File: src/rtl/axis_pkt_reader_if.sv
// Stream-in / buffer-read-out bundle for axis_pkt_reader.
// The slave modport is the packet reader; the master modport is upstream plus the host-side reader.
interface axis_pkt_reader_if #(
    parameter int DATA_WIDTH = 32,
    parameter int ADDR_WIDTH = 7
);
    logic                  s_axis_tvalid;
    logic                  s_axis_tready;
    logic [DATA_WIDTH-1:0] s_axis_tdata;
    logic                  s_axis_tlast;
    logic [ADDR_WIDTH-1:0] rd_addr;
    logic [DATA_WIDTH-1:0] rd_data;
    logic                  pkt_ready;
    logic [ADDR_WIDTH:0]   pkt_len;
    logic                  pkt_trunc;
    logic                  pkt_ack;
    logic [15:0]           pkt_cnt;

    modport slave (
        input  s_axis_tvalid, s_axis_tdata, s_axis_tlast, rd_addr, pkt_ack,
        output s_axis_tready, rd_data, pkt_ready, pkt_len, pkt_trunc, pkt_cnt
    );

    modport master (
        output s_axis_tvalid, s_axis_tdata, s_axis_tlast, rd_addr, pkt_ack,
        input  s_axis_tready, rd_data, pkt_ready, pkt_len, pkt_trunc, pkt_cnt
    );
endinterface

File: src/rtl/axis_pkt_reader.sv
// Store-and-forward AXI4-Stream packet sink: captures one packet into a RAM,
// holds it (with back-pressure) for random-access reads until acknowledged.
module axis_pkt_reader #(
    parameter int DATA_WIDTH = 32,
    parameter int ADDR_WIDTH = 7
) (
    input  logic               s_aclk,
    input  logic               s_aresetn,
    axis_pkt_reader_if.slave   bus
);
    localparam int DEPTH = 1 << ADDR_WIDTH;
    localparam logic [ADDR_WIDTH:0] PTR_ONE  = (ADDR_WIDTH+1)'(1);
    localparam logic [ADDR_WIDTH:0] PTR_LAST = (ADDR_WIDTH+1)'(DEPTH - 1);
    localparam logic [ADDR_WIDTH:0] FULL_LEN = (ADDR_WIDTH+1)'(DEPTH);

    typedef enum logic [1:0] {
        RECV = 2'd0,
        DROP = 2'd1,
        HOLD = 2'd2
    } state_t;

    state_t                state, state_nxt;
    logic                  run_q;
    logic [ADDR_WIDTH:0]   wr_ptr, wr_ptr_nxt;
    logic [ADDR_WIDTH:0]   len_q, len_nxt;
    logic                  trunc_q, trunc_nxt;
    logic [15:0]           cnt_q, cnt_nxt;
    logic                  we;
    logic                  hs;

    logic [DATA_WIDTH-1:0] mem [0:DEPTH-1];
    logic [DATA_WIDTH-1:0] rd_q;

    // run_q keeps tready low while reset is held, since RECV alone would assert it.
    assign bus.s_axis_tready = run_q && (state != HOLD);
    assign bus.pkt_ready     = (state == HOLD);
    assign bus.pkt_len       = len_q;
    assign bus.pkt_trunc     = trunc_q;
    assign bus.pkt_cnt       = cnt_q;
    assign bus.rd_data       = rd_q;

    assign hs = bus.s_axis_tvalid && bus.s_axis_tready;

    always_comb begin
        state_nxt  = state;
        wr_ptr_nxt = wr_ptr;
        len_nxt    = len_q;
        trunc_nxt  = trunc_q;
        cnt_nxt    = cnt_q;
        we         = 1'b0;
        case (state)
            RECV: begin
                if (hs) begin
                    we         = 1'b1;
                    wr_ptr_nxt = wr_ptr + PTR_ONE;
                    if (bus.s_axis_tlast) begin
                        len_nxt   = wr_ptr + PTR_ONE;
                        trunc_nxt = 1'b0;
                        cnt_nxt   = cnt_q + 16'd1;
                        state_nxt = HOLD;
                    end else if (wr_ptr == PTR_LAST) begin
                        // Buffer just filled without tlast: keep what we have, swallow the rest.
                        len_nxt   = FULL_LEN;
                        trunc_nxt = 1'b1;
                        state_nxt = DROP;
                    end
                end
            end
            DROP: begin
                if (hs && bus.s_axis_tlast) begin
                    cnt_nxt   = cnt_q + 16'd1;
                    state_nxt = HOLD;
                end
            end
            HOLD: begin
                if (bus.pkt_ack) begin
                    wr_ptr_nxt = '0;
                    state_nxt  = RECV;
                end
            end
            default: state_nxt = RECV;
        endcase
    end

    always_ff @(posedge s_aclk or negedge s_aresetn) begin
        if (!s_aresetn) begin
            state   <= RECV;
            run_q   <= 1'b0;
            wr_ptr  <= '0;
            len_q   <= '0;
            trunc_q <= 1'b0;
            cnt_q   <= '0;
        end else begin
            state   <= state_nxt;
            run_q   <= 1'b1;
            wr_ptr  <= wr_ptr_nxt;
            len_q   <= len_nxt;
            trunc_q <= trunc_nxt;
            cnt_q   <= cnt_nxt;
        end
    end

    // Contents are never reset so the array maps onto block RAM.
    always_ff @(posedge s_aclk) begin
        if (we) mem[wr_ptr[ADDR_WIDTH-1:0]] <= bus.s_axis_tdata;
    end

    always_ff @(posedge s_aclk or negedge s_aresetn) begin
        if (!s_aresetn) rd_q <= '0;
        else            rd_q <= mem[bus.rd_addr];
    end
endmodule

File: src/flat_wrapper.sv
// flat-port wrapper written by rule: the top's interface ports become plain ports
module axis_pkt_reader_flat 
#(
    parameter int DATA_WIDTH = 32,
    parameter int ADDR_WIDTH = 7
)
  (s_aclk, s_aresetn, bus_s_axis_tvalid, bus_s_axis_tdata, bus_s_axis_tlast, bus_rd_addr, bus_pkt_ack, bus_s_axis_tready, bus_rd_data, bus_pkt_ready, bus_pkt_len, bus_pkt_trunc, bus_pkt_cnt);
  axis_pkt_reader_if #(.DATA_WIDTH(DATA_WIDTH), .ADDR_WIDTH(ADDR_WIDTH)) bus_i ();
  input  logic s_aclk;
  input  logic s_aresetn;
  input wire logic [$bits(bus_i.s_axis_tvalid)-1:0] bus_s_axis_tvalid;
  input wire logic [$bits(bus_i.s_axis_tdata)-1:0] bus_s_axis_tdata;
  input wire logic [$bits(bus_i.s_axis_tlast)-1:0] bus_s_axis_tlast;
  input wire logic [$bits(bus_i.rd_addr)-1:0] bus_rd_addr;
  input wire logic [$bits(bus_i.pkt_ack)-1:0] bus_pkt_ack;
  output wire logic [$bits(bus_i.s_axis_tready)-1:0] bus_s_axis_tready;
  output wire logic [$bits(bus_i.rd_data)-1:0] bus_rd_data;
  output wire logic [$bits(bus_i.pkt_ready)-1:0] bus_pkt_ready;
  output wire logic [$bits(bus_i.pkt_len)-1:0] bus_pkt_len;
  output wire logic [$bits(bus_i.pkt_trunc)-1:0] bus_pkt_trunc;
  output wire logic [$bits(bus_i.pkt_cnt)-1:0] bus_pkt_cnt;
  assign bus_i.s_axis_tvalid = bus_s_axis_tvalid;
  assign bus_i.s_axis_tdata = bus_s_axis_tdata;
  assign bus_i.s_axis_tlast = bus_s_axis_tlast;
  assign bus_i.rd_addr = bus_rd_addr;
  assign bus_i.pkt_ack = bus_pkt_ack;
  assign bus_s_axis_tready = bus_i.s_axis_tready;
  assign bus_rd_data = bus_i.rd_data;
  assign bus_pkt_ready = bus_i.pkt_ready;
  assign bus_pkt_len = bus_i.pkt_len;
  assign bus_pkt_trunc = bus_i.pkt_trunc;
  assign bus_pkt_cnt = bus_i.pkt_cnt;
  axis_pkt_reader #(.DATA_WIDTH(DATA_WIDTH), .ADDR_WIDTH(ADDR_WIDTH)) u_core (.s_aclk(s_aclk), .s_aresetn(s_aresetn), .bus(bus_i));
endmodule
File: config.mk
export PLATFORM = sky130hd
export DESIGN_NAME = axis_pkt_reader_flat
export DESIGN_NICKNAME = d
export VERILOG_FILES = /design/src/rtl/axis_pkt_reader_if.sv /design/src/rtl/axis_pkt_reader.sv /design/src/flat_wrapper.sv
export SDC_FILE = /design/constraint.sdc
export NUM_CORES = 2
export LEC_CHECK = 0
export CAP_MARGIN = 20
export CORE_MARGIN = 2
export CORE_UTILIZATION = 43
export CTS_CLUSTER_DIAMETER = 50
export DETAILED_ROUTE_END_ITERATION = 10
export PLACE_DENSITY = 0.57
export RECOVER_POWER = 100
export SLEW_MARGIN = 10
export SYNTH_ARGS = -nofsm -noshare
export SYNTH_HDL_FRONTEND = slang
export SYNTH_SLANG_ARGS = --single-unit
File: constraint.sdc
create_clock -name s_aclk -period 5.3 [get_ports s_aclk]
set_input_delay 1.59 -clock s_aclk [delete_from_list [all_inputs] [get_ports s_aclk]]
set_output_delay 1.59 -clock s_aclk [all_outputs]
set_load 0.01 [all_outputs]
==> flow_summary.yaml <==
outcome:
  status: "complete, but fails checks"
  violations: "capacitance limit, slew limit"
floorplan:
  ioPinCount: 103
  rows: 222
  die_w_um: 610
  die_height_um: 610
  core_area_mm2: 0.366
  die_area_mm2: 0.372
  start_util_pct: 43.2
yosys:
  synth_area_leaders: "edfxtp_1 (78%), mux4_2 (19%), dfrtp_1 (1.1%)"
  ys_seq_area_share_pct: 78.9
  ys_seq_elements: 4164
  syn_inst: 6139
  synthArstFlopShare_pct: 1.63
  netlist_area_mm2: 0.158
  synth_top_area_share_pct: 77.8
  ys_warn_count: 0
  yosysTopAreaCell: "edfxtp_1"
  ys_types: 49
  synth_fp_nets: 6185
  synth_ff_type: "edfxtp_1"
  syn_area_per_cell_um2: 25.7
  synth_edf_count: 4096
global_routing:
  grt_max_degree: 98
  grt_pass1_vias: 74000
  track_usage_pct: 23.5
  antenna_found_initial: 50
  grt.overflow.total: 0
  grt_pass1_wl_mm: 605
timing:
  max-slew-margin-rel_pct: -172
  fin_crit_ns: 4.78
  finalHoldViolations: 0
  layout_setup_ws_ns: 0.524
  max_freq_mhz: 209
  slew_violations: 2827
  grt_setup_unrepaired: "false"
  skew_ns: 0.0384
  post-route-period-util_pct: 90.1
  finalSetupViolCount: 0
  worstMarginPinSlew_ns: 4.07
  tns_ns: 0
  holdWs_ns: 0.464
finish:
  drive_above_1_share_pct: 34.6
  finalInstanceArea_mm2: 0.183
  syn_to_final_growth_pct: 15.9
  final_util_pct: 50.1
  multi_input_area_mm2: 0.0324
  n_fill_cell: 28400
  fin_nets: 6813
  seq_area_mm2: 0.125
clock_tree:
  clockBufferDepth: 4
  cts.sinks: 4164
  cts_setup_buffers: 0
  ctsHoldBuffers: 0
  clock_latency_ns: 0.98
  h-tree-depth: 5
  cts_resized: 0
  cts_tree: "yes"
  cts_root_buf: "clkbuf_16"
  cts_made_buffers: 441
  clkTransAtPathRegs_ns: 0.06
pwr:
  powerDensity_mw_per_mm2: 390
  ir_worst_vdd_v: 0.000329
  leakage_nw: 56.6
worst_setup_path:
  crit_slowest_cell: "clkbuf_2"
  cp_max_fo: 32
  crit_family: "buffers and inverters"
  crit_chain: "dlygate4sd3_1, nand4bb_1, or2_0, buf_4, nor2_1, clkbuf_2"
  cp-start-kind: "primary input"
  cp.required_ns: 5.84
  end_kind: "flip-flop"
  max_stage_delay_ns: 1.34
  worst-path-buf-inv: 3
  worstSetupPathType: "in -> reg"
  cp_data_arrival_time_ns: 5.31
route:
  totalWireLength_mm: 440
  first_iter_violations: 9199
  wl_per_cell_um: 36.6
  firstDrtPassIters: 5
  avgViaCountPerCell: 6.04
  ant_nets: 0
  vias: 72600
  drc: 0
hold_path:
  hp-class: "reg -> reg"
placement:
  hpwl_mm: 253
  routabilityCongestion: 0.828
  placed_area_mm2: 0.170
  dp_worst_setup_slack_ns: 0.219
  io_buffer_count: 102
job:
  drv_cap: 65
-- worst register-to-register path, cell delays in order, from the launching register on --
cell and delay, ns:
dfrtp_1 0.76, nand3_1 0.54, or2_0 0.77, buf_4 0.44
nor2_1 0.18, clkbuf_2 1.34
-- cell usage after synthesis (5+ instances only) --
library cell and n:
xor2_1 14, clkbuf_1 190, nor4_1 10, o21ai_0 5, buf_2 68, nor2_1 132, mux4_2 1344, dfrtp_1 68
xnor2_1 6, edfxtp_1 4096, nand3_1 11, nand2_1 24, nand4_1 7, buf_1 66, mux2_2 33
-- final timing paths --
check	depth (start not counted)	slack, ns	startpoint	end
worst max-delay path	6	0.52	bus_s_axis_tvalid	u_core.mem[39][10]
worst min-delay path	1	0.46	u_core.bus.pkt_cnt[15]	u_core.bus.pkt_cnt[15]
worst max register to register	5	0.79	u_core.wr_ptr[0]	u_core.mem[39][10]
worst min register to register	1	0.46	u_core.bus.pkt_cnt[15]	u_core.bus.pkt_cnt[15]
max in group asynchronous	2	1.39	s_aresetn	u_core.bus.rd_data[10]
min in group asynchronous	1	1.43	s_aresetn	u_core.bus.pkt_cnt[14]
-- layer usage --
layer  part of all wire, %  track usage (%)
met1                    40             31.9
met2                    50             39.2
met3                   6.6             3.59
met4                   3.7             7.94
met5                 0.030            0.129
-- flip-flops by register name, indices dropped and copies added, names as in the netlist --
signal                flops
u_core.run_q              1
u_core.bus.pkt_cnt       16
u_core.state              2
u_core.bus.pkt_len        8
u_core.mem             4096
u_core.wr_ptr             8
u_core.bus.pkt_trunc      1
u_core.bus.rd_data       32
-- power breakdown --
| group | switching, mW | leakage, nW | internal [mW] |
|---|---|---|---|
| clock | 12.9 | 7.07 | 18.0 |
| combinational | 2.35 | 11.9 | 1.50 |
| sequential | 0.225 | 37.7 | 36.4 |
-- cell families (layout without fill, tap and decap cells) --
kind of cell / after synthesis / after routing / synth area share [%]
flip-flops: 4164 / 4164 / 78.9
multiplexers: 1378 / 1378 / 19.4
buffers and inverters: 332 / 1338 / 0.856
AND/OR/NAND/NOR: 213 / 213 / 0.605
AO/OA/AOI/OAI: 29 / 29 / 0.131
XOR/XNOR: 20 / 20 / 0.111
adder cells (fa/ha/maj): 2 / 2 / 0.0158
other: 1 / 56 / 0.00237
-- cells in the final DEF, fill, tap and decap left out, types with 4 or more instances in the layout --
master and count:
diode_2 55, clkinvlp_4 27, bufinv_16 51, a22o_1 4
a21oi_1 4, nor2_1 85, mux2_2 33, inv_6 17
clkinv_2 74, xor2_1 14, o2bb2ai_1 4, dlygate4sd3_1 61
nand3_1 10, edfxtp_1 4096, clkinv_4 22, inv_16 7
nor2b_1 4, nor2_4 47, buf_4 165, nand2_1 24
clkbuf_1 138, buf_12 128, xnor2_1 6, buf_16 5
nand3b_1 4, clkinv_8 5, clkinv_1 94, dfrtp_1 68
clkbuf_2 77, clkbuf_16 447, nand4_1 7, mux4_2 1344
clkbuf_4 4, nor3_1 4, o21ai_0 6, nor4_1 8
clkbuf_8 4
-- area by class of cell --
class | count | area share [%]
sequential | 4164 | 68.1
multi-input combinational | 1643 | 17.7
clock buffer | 522 | 6.28
tap | 4816 | 3.29
timing repair buffer | 513 | 2.89
clock inverter | 299 | 1.67
antenna | 55 | 0.0752
inverter | 4 | 0.00820
-- stage by stage --
step                      cells  total power [mW]
after floorplan            6139              38.9
after global placement    11100              41.2
after detailed placement  11100              41.2
after CTS                 12000              71.9
after global routing      12000              73.3
final                     12000              71.3
No activity file was read; power rests on OpenSTA's default activity.
